`src/rtl/pipe_mac_if.sv`:
```
// -----------------------------------------------------------------------------
// pipe_mac_if
// Handshake/data bundle for the pipelined multiply-accumulate block.
//
// Parameters: AW, BW (signed operand widths), CW (signed addend/result width).
//
// Signals:
//   in_valid/in_ready        operand beat handshake
//   in_a, in_b, in_c         signed operands A, B and addend C
//   in_save                  save flag carried with the beat
//   flush                    discard every in-flight beat
//   out_valid/out_ready      result beat handshake
//   out_r, out_save          result and its carried save flag
//   saved_r                  last result transferred with save=1
//   count                    number of valid beats held in the pipeline
//
// Modports: master = producer/consumer side, slave = pipe_mac.
// -----------------------------------------------------------------------------
interface pipe_mac_if #(
    parameter int AW = 8,
    parameter int BW = 8,
    parameter int CW = 16
);
    logic                 in_valid;
    logic                 in_ready;
    logic signed [AW-1:0] in_a;
    logic signed [BW-1:0] in_b;
    logic signed [CW-1:0] in_c;
    logic                 in_save;
    logic                 flush;
    logic                 out_valid;
    logic                 out_ready;
    logic        [CW-1:0] out_r;
    logic                 out_save;
    logic        [CW-1:0] saved_r;
    logic        [2:0]    count;

    modport master (
        output in_valid, in_a, in_b, in_c, in_save, flush, out_ready,
        input  in_ready, out_valid, out_r, out_save, saved_r, count
    );

    modport slave (
        input  in_valid, in_a, in_b, in_c, in_save, flush, out_ready,
        output in_ready, out_valid, out_r, out_save, saved_r, count
    );
endinterface

```
`src/rtl/pipe_mac.sv`:
```
// -----------------------------------------------------------------------------
// pipe_mac
// Elastic pipelined multiply-accumulate: r = A*B + C, carried through STAGES
// register stages with per-stage valid bits so bubbles collapse while the tail
// is stalled. The whole product/sum is formed in front of stage 0, so a beat
// accepted on edge N appears at the tail after edge N+STAGES-1.
//
// Parameters: AW, BW (2..16), CW (4..32), STAGES (1..6).
//
// Ports:
//   clk   sole clock, rising edge
//   rst   synchronous, active-high reset (overrides flush and handshakes)
//   bus   pipe_mac_if.slave (handshakes, operands, result, saved_r, count)
//
// Configuration macro:
//   PIPE_MAC_SAT_EN  defined   -> out-of-range results clamp to the CW range
//                    undefined -> results wrap to the low CW bits
// -----------------------------------------------------------------------------
module pipe_mac #(
    parameter int AW     = 8,
    parameter int BW     = 8,
    parameter int CW     = 16,
    parameter int STAGES = 3
) (
    input  logic       clk,
    input  logic       rst,
    pipe_mac_if.slave  bus
);
    // Full-precision width: one guard bit above the wider of product and addend.
    localparam int PW = ((AW + BW) > CW ? (AW + BW) : CW) + 1;

    // ------------------------------------------------------------------
    // Arithmetic
    // ------------------------------------------------------------------
    logic signed [PW-1:0] a_ext;
    logic signed [PW-1:0] b_ext;
    logic signed [PW-1:0] c_ext;
    logic signed [PW-1:0] sum_full;
    logic        [CW-1:0] result;

    assign a_ext    = {{(PW-AW){bus.in_a[AW-1]}}, bus.in_a};
    assign b_ext    = {{(PW-BW){bus.in_b[BW-1]}}, bus.in_b};
    assign c_ext    = {{(PW-CW){bus.in_c[CW-1]}}, bus.in_c};
    assign sum_full = a_ext * b_ext + c_ext;

`ifdef PIPE_MAC_SAT_EN
    // In range exactly when every bit from the CW sign position up is equal.
    logic in_range;
    assign in_range = (&sum_full[PW-1:CW-1]) || !(|sum_full[PW-1:CW-1]);

    always_comb begin
        if (in_range)
            result = sum_full[CW-1:0];
        else if (sum_full[PW-1])
            result = {1'b1, {(CW-1){1'b0}}};
        else
            result = {1'b0, {(CW-1){1'b1}}};
    end
`else
    assign result = sum_full[CW-1:0];
`endif

    // ------------------------------------------------------------------
    // Pipeline state
    // ------------------------------------------------------------------
    logic [STAGES-1:0] stg_v;
    logic [CW-1:0]     stg_r [STAGES];
    logic              stg_s [STAGES];
    logic [STAGES-1:0] adv;
    logic [CW-1:0]     saved_q;
    logic [2:0]        cnt_q;
    logic              accept;
    logic              xfer;

    // Stage k advances unless it and every stage downstream of it are full
    // while the consumer stalls; this is what lets bubbles collapse.
    // NOTE: every variable written here gets a value before any branch, so no
    // path leaves it unassigned and no latch is inferred.
    always_comb begin
        adv = '0;
        for (int k = 0; k < STAGES; k++) begin
            logic full_tail;
            full_tail = 1'b1;
            for (int j = k; j < STAGES; j++)
                full_tail = full_tail && stg_v[j];
            adv[k] = bus.out_ready || !full_tail;
        end
    end

    assign accept = bus.in_valid && adv[0];
    assign xfer   = stg_v[STAGES-1] && bus.out_ready;

    // NOTE: sequential state uses non-blocking assignments so every stage
    // samples its upstream neighbour's pre-edge value.
    always_ff @(posedge clk) begin
        if (rst) begin
            // NOTE: payload registers are reset too, because the tail payload
            // is visible on out_r and must read zero after reset.
            stg_v   <= '0;
            for (int k = 0; k < STAGES; k++) begin
                stg_r[k] <= '0;
                stg_s[k] <= 1'b0;
            end
            saved_q <= '0;
            cnt_q   <= '0;
        end else if (bus.flush) begin
            stg_v <= '0;
            cnt_q <= '0;
        end else begin
            if (adv[0]) begin
                stg_v[0] <= bus.in_valid;
                if (bus.in_valid) begin
                    stg_r[0] <= result;
                    stg_s[0] <= bus.in_save;
                end
            end
            for (int k = 1; k < STAGES; k++) begin
                if (adv[k]) begin
                    stg_v[k] <= stg_v[k-1];
                    // Payload moves only with a real beat, so an emptied tail
                    // keeps its last value rather than picking up junk.
                    if (stg_v[k-1]) begin
                        stg_r[k] <= stg_r[k-1];
                        stg_s[k] <= stg_s[k-1];
                    end
                end
            end

            if (xfer && stg_s[STAGES-1])
                saved_q <= stg_r[STAGES-1];

            case ({accept, xfer})
                2'b10:   cnt_q <= cnt_q + 3'd1;
                2'b01:   cnt_q <= cnt_q - 3'd1;
                default: cnt_q <= cnt_q;
            endcase
        end
    end

    assign bus.in_ready  = adv[0];
    assign bus.out_valid = stg_v[STAGES-1];
    assign bus.out_r     = stg_r[STAGES-1];
    assign bus.out_save  = stg_s[STAGES-1];
    assign bus.saved_r   = saved_q;
    assign bus.count     = cnt_q;
endmodule

```
`src/flat_wrapper.sv`:
```
// flat-port wrapper written by rule: the top's interface ports become plain ports
module pipe_mac_flat 
#(
    parameter int AW     = 8,
    parameter int BW     = 8,
    parameter int CW     = 16,
    parameter int STAGES = 3
)
  (clk, rst, bus_in_valid, bus_in_a, bus_in_b, bus_in_c, bus_in_save, bus_flush, bus_out_ready, bus_in_ready, bus_out_valid, bus_out_r, bus_out_save, bus_saved_r, bus_count);
  pipe_mac_if #(.AW(AW), .BW(BW), .CW(CW)) bus_i ();
  input  logic clk;
  input  logic rst;
  input wire logic [$bits(bus_i.in_valid)-1:0] bus_in_valid;
  input wire logic [$bits(bus_i.in_a)-1:0] bus_in_a;
  input wire logic [$bits(bus_i.in_b)-1:0] bus_in_b;
  input wire logic [$bits(bus_i.in_c)-1:0] bus_in_c;
  input wire logic [$bits(bus_i.in_save)-1:0] bus_in_save;
  input wire logic [$bits(bus_i.flush)-1:0] bus_flush;
  input wire logic [$bits(bus_i.out_ready)-1:0] bus_out_ready;
  output wire logic [$bits(bus_i.in_ready)-1:0] bus_in_ready;
  output wire logic [$bits(bus_i.out_valid)-1:0] bus_out_valid;
  output wire logic [$bits(bus_i.out_r)-1:0] bus_out_r;
  output wire logic [$bits(bus_i.out_save)-1:0] bus_out_save;
  output wire logic [$bits(bus_i.saved_r)-1:0] bus_saved_r;
  output wire logic [$bits(bus_i.count)-1:0] bus_count;
  assign bus_i.in_valid = bus_in_valid;
  assign bus_i.in_a = bus_in_a;
  assign bus_i.in_b = bus_in_b;
  assign bus_i.in_c = bus_in_c;
  assign bus_i.in_save = bus_in_save;
  assign bus_i.flush = bus_flush;
  assign bus_i.out_ready = bus_out_ready;
  assign bus_in_ready = bus_i.in_ready;
  assign bus_out_valid = bus_i.out_valid;
  assign bus_out_r = bus_i.out_r;
  assign bus_out_save = bus_i.out_save;
  assign bus_saved_r = bus_i.saved_r;
  assign bus_count = bus_i.count;
  pipe_mac #(.AW(AW), .BW(BW), .CW(CW), .STAGES(STAGES)) u_core (.clk(clk), .rst(rst), .bus(bus_i));
endmodule
```
`config.mk`:
```
export PLATFORM = sky130hd
export DESIGN_NAME = pipe_mac_flat
export DESIGN_NICKNAME = d
export VERILOG_FILES = /design/src/rtl/pipe_mac_if.sv /design/src/rtl/pipe_mac.sv /design/src/flat_wrapper.sv
export SDC_FILE = /design/constraint.sdc
export NUM_CORES = 1
export LEC_CHECK = 0
export ABC_AREA = 1
export CAP_MARGIN = 0
export CORE_MARGIN = 2
export CORE_UTILIZATION = 55
export DETAILED_ROUTE_END_ITERATION = 8
export PLACE_DENSITY_LB_ADDON = 0.08
export SYNTH_ARGS = -nofsm -noshare
export SYNTH_HDL_FRONTEND = slang
export SYNTH_SLANG_ARGS = --single-unit
```
`constraint.sdc`:
```
create_clock -name clk -period 15.2 [get_ports clk]
set_input_delay 2.28 -clock clk [delete_from_list [all_inputs] [get_ports clk]]
set_output_delay 2.28 -clock clk [all_outputs]
set_load 0.02 [all_outputs]
```
==> results.py <==
metrics = {
    "outcome": {
        "status": "finished clean",
    },
    "cells_and_area": {
        "multi_input_area_mm2": 0.00319,
        "area_growth_syn_to_layout_pct": 14.3,
        "regArea_mm2": 0.00197,
        "instances_no_fill": 880,
        "fin_area_mm2": 0.00693,
        "n_fill_cell": 932,
        "drive_gt1_share_pct": 3.51,
        "n_antenna_cell": 0,
        "layout.nets": 883,
    },
    "power": {
        "p_seq_share_pct": 26.1,
        "leakagePower_uw": 0.00348,
        "power_density_mw_per_mm2": 133,
        "p_clk_share_pct": 14.1,
        "p_sw_uw": 402,
        "finalPower_uw": 919,
        "swShare_pct": 43.8,
        "comb_power_share_pct": 59.8,
        "p_int_uw": 517,
        "ir_drop_mv": 0.0919,
    },
    "die": {
        "ios": 76,
        "core-area_mm2": 0.0108,
        "fp-row-count": 38,
        "die_area_mm2": 0.0119,
        "die_w_um": 109,
        "initial_core_util_pct": 56.2,
        "die_h_um": 109,
    },
    "sta": {
        "setup_ws_ps": 8390,
        "fin_crit_sh_pct": 44.8,
        "rsz0062_at_grt": "no",
        "slew_headroom_pct": 55.0,
        "hold_violations": 0,
        "slew_viol_final": 0,
        "period_needed_ps": 6810,
        "max_freq_mhz": 147,
        "setup_viol": 0,
        "tightest_slew_ps": 674,
        "fin_tns_setup_ps": 0,
        "skew_ps": 8.70,
    },
    "critical_path": {
        "path_max_fanout": 8,
        "cp_data_required_time_ps": 15290,
        "reg2reg_depth": 13,
        "endpoint_kind": "flop",
        "rrSetupSlack_ps": 13210,
        "r2r_start": "u_core.stg_v[2]",
        "path_class": "in -> reg",
        "worst_ep_arrival_time_ps": 6900,
        "critPathLaunchType": "input port",
        "setup.worst_path.start": "bus_in_b[0]",
    },
    "flow_run": {
        "drv_cap": 0,
    },
    "place": {
        "post_dp_cell_area_mm2": 0.00676,
        "place_congestion": 0.889,
        "portBuffers": 75,
        "dpl.hpwl_um": 8510,
        "place_ws_ps": 8040,
        "placed_cells": 864,
    },
    "synthesis": {
        "synth_xor_xnor_area_share_pct": 0.866,
        "synth_compound_area_share_pct": 4.99,
        "synthesis.area_mm2": 0.00607,
        "synth_top_family_by_area": "adder cells",
        "syn_avg_cell_area_um2": 8.84,
        "synth_edf_count": 51,
        "synth-simple-area-share_pct": 15.0,
        "syn_inst": 686,
        "synth_warnings": 0,
        "seq_area_frac_synth_pct": 32.5,
        "yosys_most_used_dff": "edfxtp_1",
        "synth-adder-area-share_pct": 31.6,
        "muxShareOfSynthArea_pct": 0,
        "synth_seq_cells": 73,
        "synth_cell_types": 31,
        "async_flop_share_pct": 0,
        "synth_nets": 834,
    },
    "clocking": {
        "cts_made_buffers": 9,
        "cts_tree": "done",
        "post_cts_buffers": 0,
        "clock_latency_ps": 340,
        "cts_max_level": 3,
        "cts_resized": 0,
        "hold_buffers": 0,
        "clockBufferDepth": 2,
        "clock-sinks": 73,
        "clkSlewWorstSetupHoldPaths_ps": 60,
        "root_buffer": "clkbuf_8",
    },
    "routing": {
        "firstDrtPassIters": 4,
        "vias": 4157,
        "ant_nets": 0,
        "viasPerCell": 4.72,
        "drt-total-wl_um": 10100,
        "wl_per_cell_um": 11.4,
        "drc": 0,
        "drt_first_iter_violations": 228,
    },
    "worst_hold_path": {
        "whs_path_depth": 2,
        "min_from": "u_core.bus.count[2]",
        "hp-class": "reg -> reg",
    },
    "global_routing": {
        "gr-total-overflow": 0,
        "grt_max_degree": 43,
        "grt_pass1_wl_um": 18300,
        "grt_pass1_vias": 4355,
        "grt_use_total_pct": 19.4,
        "antenna_found_initial": 0,
    },
}
==> cell usage in the layout (no fill, tap or decap), drive strengths merged <==
cell and count:
a21boi 1, a21oi 22, a31oi 1, buf 1, clkbuf 16, clkdlybuf4s50 75
dfxtp 22, edfxtp 51, fa 72, ha 38, inv 178, nand2 101
nand3 14, nand3b 1, nand4 1, nor2 101, nor3 2, o21ai 32
o21bai 1, o31ai 1, or2 3, xnor2 3, xor2 3
==> synthesized netlist by cell type (2+ instances only) <==
cell / number / area, µm²
clkbuf_1: 16 / 60.1
buf_4: 16 / 120
inv_1: 177 / 664
fa_1: 72 / 1440
a21oi_1: 22 / 110
xor2_1: 3 / 26.3
nand2_1: 98 / 368
o21ai_0: 31 / 155
buf_6: 5 / 56.3
dfxtp_1: 22 / 440
nand2_2: 2 / 12.5
nand3_1: 14 / 70.1
nor2_1: 97 / 364
xnor2_1: 3 / 26.3
nor2_2: 3 / 18.8
or2_2: 3 / 18.8
ha_1: 38 / 475
edfxtp_1: 51 / 1530
==> final cells by class <==
| class | count | share of cell area (%) |
|---|---|---|
| Clock buffer | 16 | 2.45 |
| Inverter | 178 | 9.67 |
| Multi-Input combinational cell | 397 | 46.0 |
| Sequential cell | 73 | 28.4 |
| Tap cell | 140 | 2.53 |
| Timing Repair Buffer | 76 | 10.9 |
==> layer usage <==
layer,vias up,wire length [µm],global-route usage [%]
li1,2116,-,-
met1,1930,4420,23.5
met2,96,5050,35.0
met3,15,428,2.87
met4,0,167,6.96
met5,-,0,0
==> worst paths after layout <==
| path | endpoint |
|---|---|
| setup / recovery | u_core.stg_r[0][15] |
| hold / removal | u_core.bus.count[2] |
| setup reg to reg | u_core.bus.count[2] |
| hold reg to reg | u_core.bus.count[2] |
==> sequential cells by signal, indices dropped and copies added (netlist names) <==
register	count
u_core.bus.saved_r	16
u_core.stg_r	48
u_core.stg_v	3
u_core.stg_s	3
u_core.bus.count	3
==> metrics by stage <==
step	hold slack, ps	util (%)
final	461	64.2
after global routing	513	64.2
after CTS	464	64.2
after detailed placement	454	62.7
after global placement	447	62.7
after floorplan	473	-
==> worst max-delay path, cell delays in order <==
cell and delay (ps):
clkdlybuf4s50_1 640, nand2_1 140, inv_1 370, fa_1 520
fa_1 490, fa_1 490, inv_1 50, fa_1 520
inv_1 40, ha_1 280, ha_1 320, inv_1 80
o21ai_0 240, nand3_1 110, nand4_1 130, nand3_1 80
nand2_1 60, nor2_1 40
==> logic make-up (layout without fill, tap and decap cells) <==
| kind of cell | Yosys count | count (layout) |
|---|---|---|
| compound gates | 58 | 58 |
| xor+xnor | 6 | 6 |
| fa+ha+maj | 110 | 110 |
| buf+inv | 216 | 270 |
| flops | 73 | 73 |
| simple gates | 223 | 223 |
==> power groups by stage <==
stage / logic [µW] / clock network (µW) / registers [µW]
finish: 549 / 130 / 240
global route: 659 / 142 / 242
CTS: 553 / 135 / 240
detailed placement: 548 / 0 / 245
global placement: 537 / 0 / 244
floorplan: 436 / 0 / 244
No activity file was read; power rests on OpenSTA's default activity.
